File: src/rtl/decode_issue_queue.sv
// decode_issue_queue: DEPTH-entry fetch FIFO feeding a registered RV32I decode/issue stage.
// Ports: clock/reset (async, active-high), flush (sync discard of queue and issue stage);
//   in_valid/in_ready/in_instr/in_pc form the fetch push side, in_ready = queue not full;
//   issue_valid/issue_ready hand the registered decode (op_type, op_sub, op_flag, rs1, rs2, rd,
//   use_rs1, use_rs2, wr_rd, imm, pc_out, instr_out) to the ROB; count = occupied queue entries.
// Option DECODE_ILLEGAL_TRAP_EN: adds output illegal and keeps the raw opcode in op_type.
module decode_issue_queue #(
  parameter int XLEN  = 32,
  parameter int DEPTH = 4,
  parameter int PTRW  = $clog2(DEPTH)
) (
  input  logic            clock,
  input  logic            reset,
  input  logic            flush,
  input  logic            in_valid,
  output logic            in_ready,
  input  logic [31:0]     in_instr,
  input  logic [XLEN-1:0] in_pc,
  output logic            issue_valid,
  input  logic            issue_ready,
  output logic [6:0]      op_type,
  output logic [2:0]      op_sub,
  output logic            op_flag,
  output logic [4:0]      rs1,
  output logic [4:0]      rs2,
  output logic [4:0]      rd,
  output logic            use_rs1,
  output logic            use_rs2,
  output logic            wr_rd,
  output logic [XLEN-1:0] imm,
  output logic [XLEN-1:0] pc_out,
  output logic [31:0]     instr_out,
  output logic [PTRW:0]   count
`ifdef DECODE_ILLEGAL_TRAP_EN
  ,
  output logic            illegal
`endif
);
  typedef struct packed {
    logic [6:0]      op_type;
    logic [2:0]      op_sub;
    logic            op_flag;
    logic [4:0]      rs1;
    logic [4:0]      rs2;
    logic [4:0]      rd;
    logic            use_rs1;
    logic            use_rs2;
    logic            wr_rd;
    logic [XLEN-1:0] imm;
    logic [XLEN-1:0] pc;
    logic [31:0]     instr;
`ifdef DECODE_ILLEGAL_TRAP_EN
    logic            illegal;
`endif
  } dec_t;
  logic [31:0]     instr_q [DEPTH];
  logic [XLEN-1:0] pc_q [DEPTH];
  logic [PTRW-1:0] head_q, tail_q;
  logic [PTRW:0]   count_q;
  logic            valid_q;
  dec_t            iss_q, dec_d;
  logic [31:0]     hi, imm32;
  logic            push, pop, use1, use2, has_rd, known;
  assign in_ready = count_q != (PTRW+1)'(DEPTH);
  assign push     = in_valid & in_ready & ~flush;
  // the issue stage refills whenever it is empty or being drained this cycle
  assign pop      = (count_q != '0) & (~valid_q | issue_ready) & ~flush;
  assign hi       = instr_q[head_q];
  always_comb begin
    dec_d         = '0;
    dec_d.op_type = hi[6:0];
    dec_d.op_sub  = 3'b111;
    dec_d.op_flag = 1'b1;
    dec_d.pc      = pc_q[head_q];
    dec_d.instr   = hi;
    imm32         = '0;
    use1          = 1'b0;
    use2          = 1'b0;
    has_rd        = 1'b0;
    known         = 1'b1;
    case (hi[6:0])
      7'b0110111, 7'b0010111: begin
        has_rd = 1'b1;
        imm32  = {hi[31:12], 12'b0};
      end
      7'b1101111: begin
        has_rd = 1'b1;
        imm32  = {{11{hi[31]}}, hi[31], hi[19:12], hi[20], hi[30:21], 1'b0};
      end
      7'b1100111, 7'b0000011: begin
        has_rd        = 1'b1;
        use1          = 1'b1;
        dec_d.op_sub  = hi[14:12];
        dec_d.op_flag = 1'b0;
        imm32         = {{20{hi[31]}}, hi[31:20]};
      end
      7'b1100011: begin
        use1         = 1'b1;
        use2         = 1'b1;
        dec_d.op_sub = hi[14:12];
        imm32        = {{19{hi[31]}}, hi[31], hi[7], hi[30:25], hi[11:8], 1'b0};
      end
      7'b0100011: begin
        use1         = 1'b1;
        use2         = 1'b1;
        dec_d.op_sub = hi[14:12];
        imm32        = {{20{hi[31]}}, hi[31:25], hi[11:7]};
      end
      7'b0010011: begin
        has_rd        = 1'b1;
        use1          = 1'b1;
        dec_d.op_sub  = hi[14:12];
        // SLLI/SRLI/SRAI carry a shamt, with instr[30] selecting arithmetic shift
        dec_d.op_flag = hi[13:12] == 2'b01 ? hi[30] : 1'b0;
        imm32         = hi[13:12] == 2'b01 ? {27'b0, hi[24:20]} : {{20{hi[31]}}, hi[31:20]};
      end
      7'b0110011: begin
        has_rd        = 1'b1;
        use1          = 1'b1;
        use2          = 1'b1;
        dec_d.op_sub  = hi[14:12];
        dec_d.op_flag = hi[30];
      end
      7'b0001111: begin
        dec_d.op_sub = hi[14:12];
        imm32        = {24'b0, hi[27:20]};
      end
      default: known = 1'b0;
    endcase
    dec_d.use_rs1 = use1;
    dec_d.use_rs2 = use2;
    dec_d.rs1     = use1 ? hi[19:15] : '0;
    dec_d.rs2     = use2 ? hi[24:20] : '0;
    dec_d.rd      = has_rd ? hi[11:7] : '0;
    dec_d.wr_rd   = has_rd & (hi[11:7] != '0);
    dec_d.imm     = XLEN'($signed(imm32)) + (hi[6:0] == 7'b0010111 ? dec_d.pc : '0);
`ifdef DECODE_ILLEGAL_TRAP_EN
    dec_d.illegal = ~known;
`else
    dec_d.op_type = known ? hi[6:0] : 7'h7F;
`endif
  end
  always_ff @(posedge clock) begin
    if (push) begin
      instr_q[tail_q] <= in_instr;
      pc_q[tail_q]    <= in_pc;
    end
  end
  always_ff @(posedge clock or posedge reset) begin
    if (reset) begin
      head_q  <= '0;
      tail_q  <= '0;
      count_q <= '0;
      valid_q <= 1'b0;
      iss_q   <= '0;
    end else if (flush) begin
      head_q  <= '0;
      tail_q  <= '0;
      count_q <= '0;
      valid_q <= 1'b0;
    end else begin
      if (push) tail_q <= tail_q + PTRW'(1);
      if (pop) begin
        head_q <= head_q + PTRW'(1);
        iss_q  <= dec_d;
      end
      count_q <= count_q + (PTRW+1)'(push) - (PTRW+1)'(pop);
      valid_q <= pop | (valid_q & ~issue_ready);
    end
  end
  assign issue_valid = valid_q;
  assign count       = count_q;
  assign op_type     = iss_q.op_type;
  assign op_sub      = iss_q.op_sub;
  assign op_flag     = iss_q.op_flag;
  assign rs1         = iss_q.rs1;
  assign rs2         = iss_q.rs2;
  assign rd          = iss_q.rd;
  assign use_rs1     = iss_q.use_rs1;
  assign use_rs2     = iss_q.use_rs2;
  assign wr_rd       = iss_q.wr_rd;
  assign imm         = iss_q.imm;
  assign pc_out      = iss_q.pc;
  assign instr_out   = iss_q.instr;
`ifdef DECODE_ILLEGAL_TRAP_EN
  assign illegal     = iss_q.illegal;
`endif
endmodule
File: config.mk
export PLATFORM = sky130hd
export DESIGN_NAME = decode_issue_queue
export DESIGN_NICKNAME = d
export VERILOG_FILES = /design/src/rtl/decode_issue_queue.sv
export SDC_FILE = /design/constraint.sdc
export NUM_CORES = 1
export LEC_CHECK = 0
export ABC_CLOCK_PERIOD_IN_PS = 13100
export CAP_MARGIN = 20
export CORE_ASPECT_RATIO = 0.8
export CORE_UTILIZATION = 29
export CTS_BUF_LIST = sky130_fd_sc_hd__clkbuf_4
export DETAILED_ROUTE_END_ITERATION = 8
export PLACE_DENSITY = 0.45
export SLEW_MARGIN = 15
export SYNTH_ARGS = -nofsm -noshare
export SYNTH_HDL_FRONTEND = slang
export SYNTH_SLANG_ARGS = --single-unit
File: constraint.sdc
create_clock -name clock -period 13.1 [get_ports clock]
set_input_delay 2.62 -clock clock [delete_from_list [all_inputs] [get_ports clock]]
set_output_delay 2.62 -clock clock [all_outputs]
set_load 0.02 [all_outputs]
Word-level counts from Yosys, hierarchy flattened --
Memories as Yosys holds them, arrays and structs flattened. Cells that the tools add are included.
Cells by class: add/sub/neg operators 5, $mul 0, divide/modulo/power cells 0, magnitude comparators 0, equal/unequal tests 12, shifts and indexed selects 0, mux-type cells 22, bitwise gates (word level) 11, reduce and logical (&&, ||, !) cells 12
Operators with widths (number):
- $pmux W32 S7 | 1
- $mux W32 | 2
- $add A32 B32 Y32 | 1
- $eq A7 B6 Y1 const B | 3
- $eq A7 B7 Y1 const B | 3
- $mux W5 | 3
- $eq A7 B5 Y1 const B | 2
- $reduce_or A7 Y1 | 2
- $reduce_or A10 Y1 | 1
- $mux W1 | 8
- $mux W2 | 4
- $eq A7 B2 Y1 const B | 1
- $eq A7 B4 Y1 const B | 1
- $mux W7 | 1
- $and A1 B1 Y1 | 6
- $mux W3 | 2
- $reduce_or A6 Y1 | 1
- $reduce_bool A5 Y1 | 1
- $add A2 B1 Y2 const B | 2
- $reduce_bool A2 Y1 | 2
- $reduce_or A2 Y1 | 2
- $add A3 B1 Y3 | 1
- $ne A3 B3 Y1 const B | 1
- $not A1 Y1 | 3
- 7 further kinds | 8
Storage, ports and cells: flip-flop bits (word level) 133, latch bits 0, memory bits (writable) 256, memory bits (read-only) 0, logic and storage cells 80, memories 2
Memories:
- instr_q | depth 4, bits a word 32, rd ports 1, clocked after Yosys merged registers in 0, wr ports 1, RTL line 56 | logic [31:0] instr_q [DEPTH];
- pc_q | depth 4, bits a word 32, rd ports 1, clocked after Yosys merged registers in 0, wr ports 1, RTL line 57 | logic [XLEN-1:0] pc_q [DEPTH];

Logic depth before layout (Yosys ltp) --
Gate-level depths: netlist (run 1).
depth in word-level cells 6, mapped depth 21, mapped depth without buffers 19

Worst setup path before layout (run 1) --
No wires, ideal clock.
path kind input -> register, start input port flush, end memory instr_q[0][0], enable pin, arrival 4539 ps, path slack 8132 ps, stages on the path 3, path buffers 1, path through clkbuf_1 -> nor2_1 -> and2_1
Between the ends: cells in the longest elaborated chain, start to end 4
Ends and longest elaborated chain:
- start, declared | RTL line 14 | input logic flush,
- $not A1 Y1 (no line)
- $and A1 B1 Y1 | RTL line 65 | assign push = in_valid & in_ready & ~flush;
- $mux W1 | RTL line 144 | if (push) begin
- $mux W1 (implied by the code) | RTL line 145 | instr_q[tail_q] <= in_instr;
- end, declared | RTL line 56
Every way passes these cells.

Final worst setup path (run 1) --
start register head_q[1], end register iss_q, in the netlist imm[24]
Between the ends: cells in the longest elaborated chain, start to end 5
Ends and longest elaborated chain:
- start, declared | RTL line 58 | logic [PTRW-1:0] head_q, tail_q;
- start signal, assigned | RTL line 164 | head_q <= head_q + PTRW'(1);
- $mem_v2 Z4 W32
- $eq A7 B7 Y1 (tied with other cells) | RTL line 81 | case (hi[6:0])
- $reduce_or A2 Y1 (tied with other cells)
- $pmux W32 S7 | RTL line 81
- $add A32 B32 Y32 (*) | RTL line 136 | dec_d.imm = XLEN'($signed(imm32)) + (hi[6:0] == 7'b0010111 ? dec_d.pc : '0);
- end signal, assigned | RTL line 155 | iss_q <= '0;
- end signal, assigned | RTL line 165 | iss_q <= dec_d;
- end, declared | RTL line 61 | dec_t iss_q, dec_d;
Mark *: on every way between the ends. The rest lies on a longest branch, timed or not. A chain may end at the register's enable or synchronous reset.

==> flow_metrics.tcl, run 1 <==
set metrics [dict create \
    p_seq_share_pct 40.7 \
    routedWlPerCell_um 20.8 \
    cp.required_ns 13.84 \
    tns_ns 0 \
    row_count 77 \
    p_sw_mw 1.47 \
    fmax_mhz 167 \
    design_area_sq_mm 0.0207 \
    arrival_ns 6.72 \
    drv_cap 0 \
    synth.cell_area_sq_mm 0.0166 \
    synth-seq-cells 389 \
    ant_nets 0 \
    ioPinCount 199 \
    vias 10600 \
    synth_edf_count 256 \
    status "completed" \
    swShare_pct 35.5 \
    die_w_um 269 \
    syn_nets 1281 \
    synth.most_common_cell "nand2_1" \
    via_per_inst 4.66 \
    synthFlopType "edfxtp_1" \
    rsz0062_at_grt "false" \
    root_buffer "clkbuf_4" \
    hold_class "reg -> reg" \
    synth_cell_type_count 70 \
    clock_latency_ns 0.82 \
    path_max_fanout 39 \
    dr.first_iter.drc_count 696 \
    start_kind "flop" \
    fp.coreArea_sq_mm 0.0558 \
    grt_pass1_wl_um 70200 \
    power.total_mw 4.15 \
    async_flop_share_pct 34.2 \
    num-nets-final 1544 \
    leakagePower_nw 8.25 \
    grt_usage_pct 16.4 \
    synth_area_leaders "edfxtp_1, dfrtp_1, mux4_2" \
    drtPass1Iterations 5 \
    grt_max_degree 88 \
    chipHeight_um 216 \
    fin_crit_sh_pct 45.6 \
    synth_cells 1173 \
    p_per_area_mw_per_mm2 200 \
    syn_avg_cell_area_sq_um 14.1 \
    setup_viol 0 \
    finClkSkew_ns 0.0563 \
    drc_errors 0 \
    cts_tree "done" \
    syn_to_final_growth_pct 25.2 \
    relSlewSlack_pct 30.7 \
    ys_seq_area_share_pct 66.5 \
    cts.sinks 389 \
    cts_resized 0 \
    combPwrFrac_pct 33.0 \
    dp_hpwl_um 31700 \
    fillers 5370 \
    dp.cells 2080 \
    vdd_ir_drop_max_mv 0.0719 \
    grt_pass1_vias 10800 \
    place_area_sq_mm 0.0193 \
    start_util_pct 29.7 \
    yosysWarnings 0 \
    period_needed_ns 5.98 \
    wirelength_um 47500 \
    synth_top_area_share_pct 46.4 \
    grt_overflow 0 \
    power_frac_clock_pct 26.3 \
    yosysTopAreaCell "edfxtp_1" \
    slew_viol_final 0 \
    p_int_mw 2.67 \
    htree_levels 3 \
    synth_common_cells "nand2_1, edfxtp_1, dfrtp_1, mux4_2, o21ai_0" \
    antenna_found_initial 5 \
    worst_hold_slack_ns 0.468 \
    drive_above_1_share_pct 17.5 \
    cts.reportedPaths.clkPinSlew_ns 0.06 \
    end_kind "flop" \
    numCtsBuffers 104 \
    io_buffer_count 198 \
    cts_setup_buffers 0 \
    die_area_sq_mm 0.0581 \
    crit_type "reg -> reg" \
    ctsHoldBuffers 0 \
    gp_congestion 0.817 \
    layoutNonFillerInstCount 2278 \
    cts_max_path_buffers 3 \
    final-hold-violation-count 0 \
    tightestPinTransition_ns 1.04 \
]
-- registers in the layout, summed over array words and instances, names as in the netlist, 2 cells and up --
register / flops
instr_out: 32
head_q: 2
instr_q: 128
rs1: 5
rd: 5
op_sub: 3
rs2: 5
op_type: 7
tail_q: 2
imm: 32
pc_out: 32
pc_q: 128
count: 3
-- path summary, 6_finish.rpt --
path,startpoint,slack (ns),end,cells past startpoint
max,head_q[1]$_DFFE_PP0P_,7.12,imm[24]$_DFFE_PP0P_,19
min,op_type[1]$_DFFE_PP0P_,0.47,op_type[1]$_DFFE_PP0P_,1
max reg2reg,head_q[1]$_DFFE_PP0P_,7.12,imm[24]$_DFFE_PP0P_,19
min reg2reg,op_type[1]$_DFFE_PP0P_,0.47,op_type[1]$_DFFE_PP0P_,1
max in group asynchronous,reset,9.35,head_q[0]$_DFFE_PP0P_,3
min in group asynchronous,reset,2.34,imm[8]$_DFFE_PP0P_,2
-- power by group through the flow --
stage / Combinational [mW] / Sequential, mW / Clock, mW
floorplan: 0.638 / 1.82 / 0
global placement: 1.39 / 1.72 / 0
detailed placement: 1.40 / 1.72 / 0
CTS: 1.40 / 1.70 / 1.14
global route: 1.48 / 1.72 / 1.20
finish: 1.37 / 1.69 / 1.09
-- routing by layer --
layer	vias to the layer above	global-route usage (%)	part of all wire [%]
li1	4958	-	-
met1	5360	23.0	48
met2	240	25.0	46
met3	61	4.21	4.4
met4	0	4.42	1.6
met5	-	0	0
-- through the flow --
step                util (%)  worst slack [ns]
floorplan                  -              6.93
global placement        34.7              6.92
detailed placement      34.7              6.92
CTS                     37.1              7.06
global route            37.2              6.57
finish                  37.2              7.12
-- cell families after synthesis --
kind of cell / count (synthesis) / share of synthesized area (%)
buf+inv: 71 / 1.96
compound gates: 176 / 6.88
mux: 66 / 8.83
xor+xnor: 31 / 1.64
flops: 389 / 66.5
fa+ha+maj: 39 / 3.04
simple gates: 401 / 11.1
-- area by class of cell --
cell class	instances	area, sq um	area share [%]
Timing Repair Buffer	211	2080	10.0
Clock buffer	166	1250	6.01
Antenna cell	5	12.5	0.0604
Inverter	17	68.8	0.332
Sequential cell	389	11000	53.2
Tap cell	750	938	4.53
Clock inverter	27	131	0.634
Multi-Input combinational cell	713	5240	25.3
-- layout by cell type (no fill, tap or decap), types with 5 or more instances in the layout --
cell type / instances
diode_2: 5
mux4_2: 60
clkbuf_4: 166
nand2b_1: 11
a22o_1: 9
dfrtp_1: 131
a21o_1: 34
and2_1: 7
a21oi_1: 24
nor2_1: 26
inv_1: 15
o21bai_1: 5
xnor2_1: 19
nor2b_1: 8
clkinv_1: 21
and3_1: 35
nand3_1: 13
ha_1: 37
o21ai_0: 59
clkdlybuf4s50_1: 198
a31oi_1: 9
edfxtp_1: 256
a211oi_1: 5
buf_4: 12
nand2_1: 263
nor3_1: 5
xor2_1: 12
-- worst max-delay path, stage by stage, from the launching register on --
cell	delay (ns)
dfrtp_2	0.87
buf_4	0.63
mux4_2	0.36
nand2_1	0.27
or3_1	0.51
nor3_2	0.34
nand3b_1	0.13
nand2_1	0.09
ha_1	0.17
inv_1	0.05
fa_1	0.40
nor2b_1	0.17
o31a_1	0.21
nor3_1	0.07
o31ai_1	0.27
o211ai_1	0.20
o21ai_0	0.29
a31oi_1	0.14
or4b_2	0.62
nand3_1	0.09
Note: power is estimated with default switching activity, not from simulation.
==> run 2, diff against run 1 <==
Settings changed: ABC_CLOCK_PERIOD_IN_PS 13100 to 6000.
Clock period 13.1 ns to 6 ns, I/O delays scaled along.
==> run 2 against run 1 <==
Register-to-register slack got worse by 6.4 ns. Worst hold slack worse by 0.0039 ns. Final cell count is 0.44% higher. Routed wire length about the same. Flip-flop and latch count is the same. Via count up 0.46%. Clock power up 120%. Global-route usage is 0.096 points higher. First-iteration DRC count decreased by 11%. Fmax rose by 13%.
==> flow_metrics.tcl, run 2 (synthesis results as in run 1) <==
set metrics [dict create \
    crit_family "compound AO/OA/AOI/OAI gates" \
    path_max_fanout 22 \
    vdd_ir_drop_max_mv 0.185 \
    worst_hold_slack_ns 0.464 \
    final-hold-violation-count 0 \
    p_per_area_mw_per_mm2 436 \
    ioPinCount 199 \
    rsz0062_at_grt "false" \
    crit_path_top_delay_cell "mux4_2" \
    htree_levels 3 \
    gp_congestion 0.841 \
    grt_overflow 0 \
    drive_above_1_share_pct 18.2 \
    top_layer_used "met5" \
    status "completed" \
    num-nets-final 1549 \
    start_kind "flop" \
    grt_usage_pct 16.5 \
    wirelength_um 47500 \
    die_w_um 269 \
    grt_pass1_wl_um 71000 \
    dr.first_iter.drc_count 621 \
    met2_wirelength_um 22000 \
    multi_input_area_sq_mm 0.00524 \
    largestRegisters "instr_q x128, pc_q x128" \
    period_needed_ns 5.28 \
    cts_setup_buffers 0 \
    slowest_delay_ns 0.72 \
    io_buffer_count 198 \
    antenna_found_initial 7 \
    ant_nets 0 \
    grt_pass1_vias 10900 \
    tns_ns 0 \
    routedWlPerCell_um 20.8 \
    drv_cap 0 \
    final_cell_mix "nand2_1, edfxtp_1, clkdlybuf4s50_1, clkbuf_4, dfrtp_1" \
    path_cells "mux4_2 -> nand2b_4 -> nor4b_4 -> buf_4 -> and3_1 -> ha_1 -> inv_1 -> fa_1 -> nor2b_1 -> o31a_1 -> nor3_1 -> o31ai_1 -> o211ai_1 -> o21ai_0 -> a31oi_1 -> nor4b_1 -> nand3b_1" \
    fmax_mhz 189 \
    arrival_ns 6.06 \
    ctsHoldBuffers 0 \
    path_buf_inv 2 \
    dp_hpwl_um 32900 \
    wl_met3_um 3070 \
    cts_resized 0 \
    seqCellArea_sq_mm 0.0110 \
    slew_viol_final 0 \
    fin_crit_sh_pct 88.0 \
    fillers 5382 \
    place_area_sq_mm 0.0194 \
    start_util_pct 29.7 \
    clock_latency_ns 0.85 \
    relSlewSlack_pct 42.6 \
    cts.sinks 389 \
    cts_max_path_buffers 3 \
    fp.coreArea_sq_mm 0.0558 \
    final_common_cell "nand2_1" \
    vias 10700 \
    cp.required_ns 6.78 \
    setup_viol 0 \
    drtPass1Iterations 5 \
    tightestPinTransition_ns 0.861 \
    cts_tree "done" \
    root_buffer "clkbuf_4" \
    leakagePower_nw 8.30 \
    drc_errors 0 \
    numCtsBuffers 104 \
    design_area_sq_mm 0.0208 \
    crit_type "reg -> reg" \
    syn_to_final_growth_pct 25.7 \
    finClkSkew_ns 0.0598 \
    grt_max_degree 73 \
    final_util_pct 37.3 \
    cts.reportedPaths.clkPinSlew_ns 0.07 \
    via_per_inst 4.66 \
    wl_met1_um 21700 \
    end_kind "flop" \
    hold_class "reg -> reg" \
    die_area_sq_mm 0.0581 \
    row_count 77 \
    chipHeight_um 216 \
]
==> run 2: changes by cell type in the layout (fill, tap and decap cells not counted), sizes merged <==
cell	change
clkinv	-5
buf	+5
inv	+2
clkbuf	+4
diode	+4
==> run 2: power breakdown <==
group          internal, mW  total [mW]  switching (mW)
logic                  1.24        3.05            1.81
clock network          1.32        2.43            1.11
registers              3.32        3.60           0.275
==> run 2: metal layers <==
metal,track usage [%],vias up
li1,-,4965
met5,0,-
met1,22.3,5362
met2,25.1,270
met4,4.53,2
met3,5.61,69
==> run 2: metrics by stage <==
stage / setup WS, ns / power, mW / std cells
after floorplan: 1.25 / 5.36 / 1173
after global placement: 0.916 / 6.76 / 2084
after detailed placement: 0.879 / 6.77 / 2085
after CTS: 0.841 / 9.26 / 2279
after global routing: 0.293 / 9.62 / 2284
final: 0.720 / 9.08 / 2288
==> run 2: final timing paths <==
| path | startpoint | to | slack, ns | cells past startpoint |
|---|---|---|---|---|
| setup / recovery | head_q[0]$_DFFE_PP0P_ | imm[30]$_DFFE_PP0P_ | 0.72 | 17 |
| hold / removal | op_type[1]$_DFFE_PP0P_ | op_type[1]$_DFFE_PP0P_ | 0.46 | 1 |
| setup reg to reg | head_q[0]$_DFFE_PP0P_ | imm[30]$_DFFE_PP0P_ | 0.72 | 17 |
| hold reg to reg | op_type[1]$_DFFE_PP0P_ | op_type[1]$_DFFE_PP0P_ | 0.46 | 1 |
| max in group asynchronous | reset | instr_out[30]$_DFFE_PP0P_ | 3.97 | 3 |
| min in group asynchronous | reset | rs1[4]$_DFFE_PP0P_ | 0.83 | 2 |
==> run 2: cell type report <==
class                   count  share of cell area [%]
inverters                  17                   0.331
repair buffers            216                    10.2
clock buffers             170                    6.13
multi-input cells         713                    25.2
well taps                 750                    4.51
diodes                      9                   0.108
flip-flops and latches    389                    52.9
clock inverters            24                   0.583
==> run 3, diff against run 2 <==
Settings changed: CTS_BUF_LIST sky130_fd_sc_hd__clkbuf_4 to unset, PLACE_DENSITY 0.45 to unset, PLACE_DENSITY_LB_ADDON set to 0.08, SLEW_MARGIN 15 to 0.
==> run 3 against run 2 <==
Sequential power barely moved. Clock-buffer cell count fell by 111. Design area fell by 0.54%. Setup slack got worse by 0.0096 ns. Routed wire length barely moved. Die area did not move. Via count fell by 4.2%. Combinational power rose by 2%. Critical endpoint unchanged. Highest routed layer unchanged.
==> flow_metrics.tcl, run 3 (synthesis results as in run 1) <==
set metrics [dict create \
    combPwrFrac_pct 33.7 \
    status "completed" \
    row_count 77 \
    slew_viol_final 0 \
    p_seq_share_pct 39.2 \
    vdd_ir_drop_max_mv 0.201 \
    final-hold-violation-count 0 \
    final_util_pct 37.1 \
    cts.sinks 389 \
    io_buffer_count 198 \
    die_area_sq_mm 0.0581 \
    p_sw_mw 3.20 \
    crit_type "reg -> reg" \
    tns_ns 0 \
    final_common_cell "nand2_1" \
    rsz0062_at_grt "false" \
    wirelength_um 47500 \
    final_cell_mix "nand2_1, edfxtp_1, clkdlybuf4s50_1, dfrtp_1, mux4_2" \
    place_area_sq_mm 0.0194 \
    path_max_fanout 14 \
    ioPinCount 199 \
    period_needed_ns 5.29 \
    htree_levels 2 \
    dr.first_iter.drc_count 715 \
    start_util_pct 29.7 \
    drive_above_1_share_pct 11.3 \
    relSlewSlack_pct 35.1 \
    gp_congestion 0.815 \
    routedWlPerCell_um 22.0 \
    cts_resized 0 \
    grt_pass1_vias 10400 \
    hold_class "reg -> reg" \
    antenna_found_initial 1 \
    fmax_mhz 189 \
    finClkSkew_ns 0.0175 \
    use_met1_pct 24.3 \
    cts_setup_buffers 0 \
    leakagePower_nw 8.09 \
    clock_latency_ns 0.56 \
    cts.reportedPaths.clkPinSlew_ns 0.06 \
    ctsHoldBuffers 0 \
    grt_usage_pct 16.5 \
    tightestPinTransition_ns 0.973 \
    drv_cap 0 \
    r2r_setup_slack_ns 0.71 \
    fin_crit_sh_pct 88.2 \
    die_w_um 269 \
    power_frac_clock_pct 27.2 \
    cp.required_ns 6.50 \
    start_kind "flop" \
    root_buffer "clkbuf_16" \
    grt_max_degree 72 \
    met2_usage_pct 25.3 \
    largestRegisters "instr_q x128, pc_q x128" \
    p_per_area_mw_per_mm2 444 \
    dp_hpwl_um 33200 \
    syn_to_final_growth_pct 25.0 \
    via_per_inst 4.72 \
    design_area_sq_mm 0.0207 \
    setup_viol 0 \
    vias 10200 \
    num-nets-final 1488 \
    cts_tree "done" \
    end_kind "flop" \
    power.total_mw 9.20 \
    grt_overflow 0 \
    chipHeight_um 216 \
    p_int_mw 6.00 \
    cts_max_path_buffers 3 \
    use_met3_pct 2.60 \
    arrival_ns 5.79 \
    fp.coreArea_sq_mm 0.0558 \
    drc_errors 0 \
    numCtsBuffers 42 \
    drtPass1Iterations 5 \
    ant_nets 0 \
    grt_pass1_wl_um 71000 \
    grt.busiest_layer "met2" \
    swShare_pct 34.8 \
]
==> run 3: final cells by class <==
type	count	area, sq um
fillers	5314	35100
clock buffers	59	1190
inverters	17	68.8
multi-input cells	713	5240
diodes	1	2.50
well taps	750	938
flip-flops and latches	389	11000
repair buffers	217	2120
clock inverters	19	121
==> run 3: worst paths after layout <==
path,start,end,depth (start not counted)
setup reg to reg,head_q[0]$_DFFE_PP0P_,imm[30]$_DFFE_PP0P_,18
hold / removal,op_type[0]$_DFFE_PP0P_,op_type[0]$_DFFE_PP0P_,1
min in group asynchronous,reset,instr_out[6]$_DFFE_PP0P_,2
setup / recovery,head_q[0]$_DFFE_PP0P_,imm[30]$_DFFE_PP0P_,18
max in group asynchronous,reset,head_q[0]$_DFFE_PP0P_,3
hold reg to reg,op_type[0]$_DFFE_PP0P_,op_type[0]$_DFFE_PP0P_,1
==> run 3: power by group through the flow <==
| stage | logic (mW) | clock network (mW) | registers (mW) |
|---|---|---|---|
| 3_5_place_dp | 3.17 | 0 | 3.67 |
| 4_1_cts | 3.18 | 2.57 | 3.62 |
| 2_1_floorplan | 1.39 | 0 | 3.97 |
| 3_3_place_gp | 3.17 | 0 | 3.66 |
| 5_1_grt | 3.36 | 2.67 | 3.66 |
| 6_report | 3.10 | 2.50 | 3.60 |
==> run 3: critical path: stages, from the launching register on <==
cell,delay [ns]
dfrtp_4,0.60
mux4_1,0.48
nand2_1,0.30
or3_1,0.50
nor3_2,0.37
nand3b_1,0.12
nand2_1,0.10
ha_1,0.17
inv_1,0.06
fa_1,0.39
nor2b_1,0.17
o31a_1,0.21
nor3_1,0.09
o31ai_1,0.31
o211ai_1,0.22
o21ai_0,0.50
a31oi_1,0.23
nor4b_1,0.26
nand3b_1,0.13
==> run 3: routing by layer <==
metal,share of wire [%],wire length (um)
met1,49,23200
met2,46,21700
met5,0.027,13
met4,1.7,832
met3,3.8,1830
==> run 3: per-stage QoR <==
step | cells | hold WS (ns) | setup WS [ns]
after global routing | 2164 | 0.481 | 0.275
final | 2165 | 0.463 | 0.711
after floorplan | 1173 | 0.543 | 1.25
after CTS | 2164 | 0.467 | 0.758
after global placement | 2086 | 0.455 | 0.900
after detailed placement | 2086 | 0.454 | 0.790
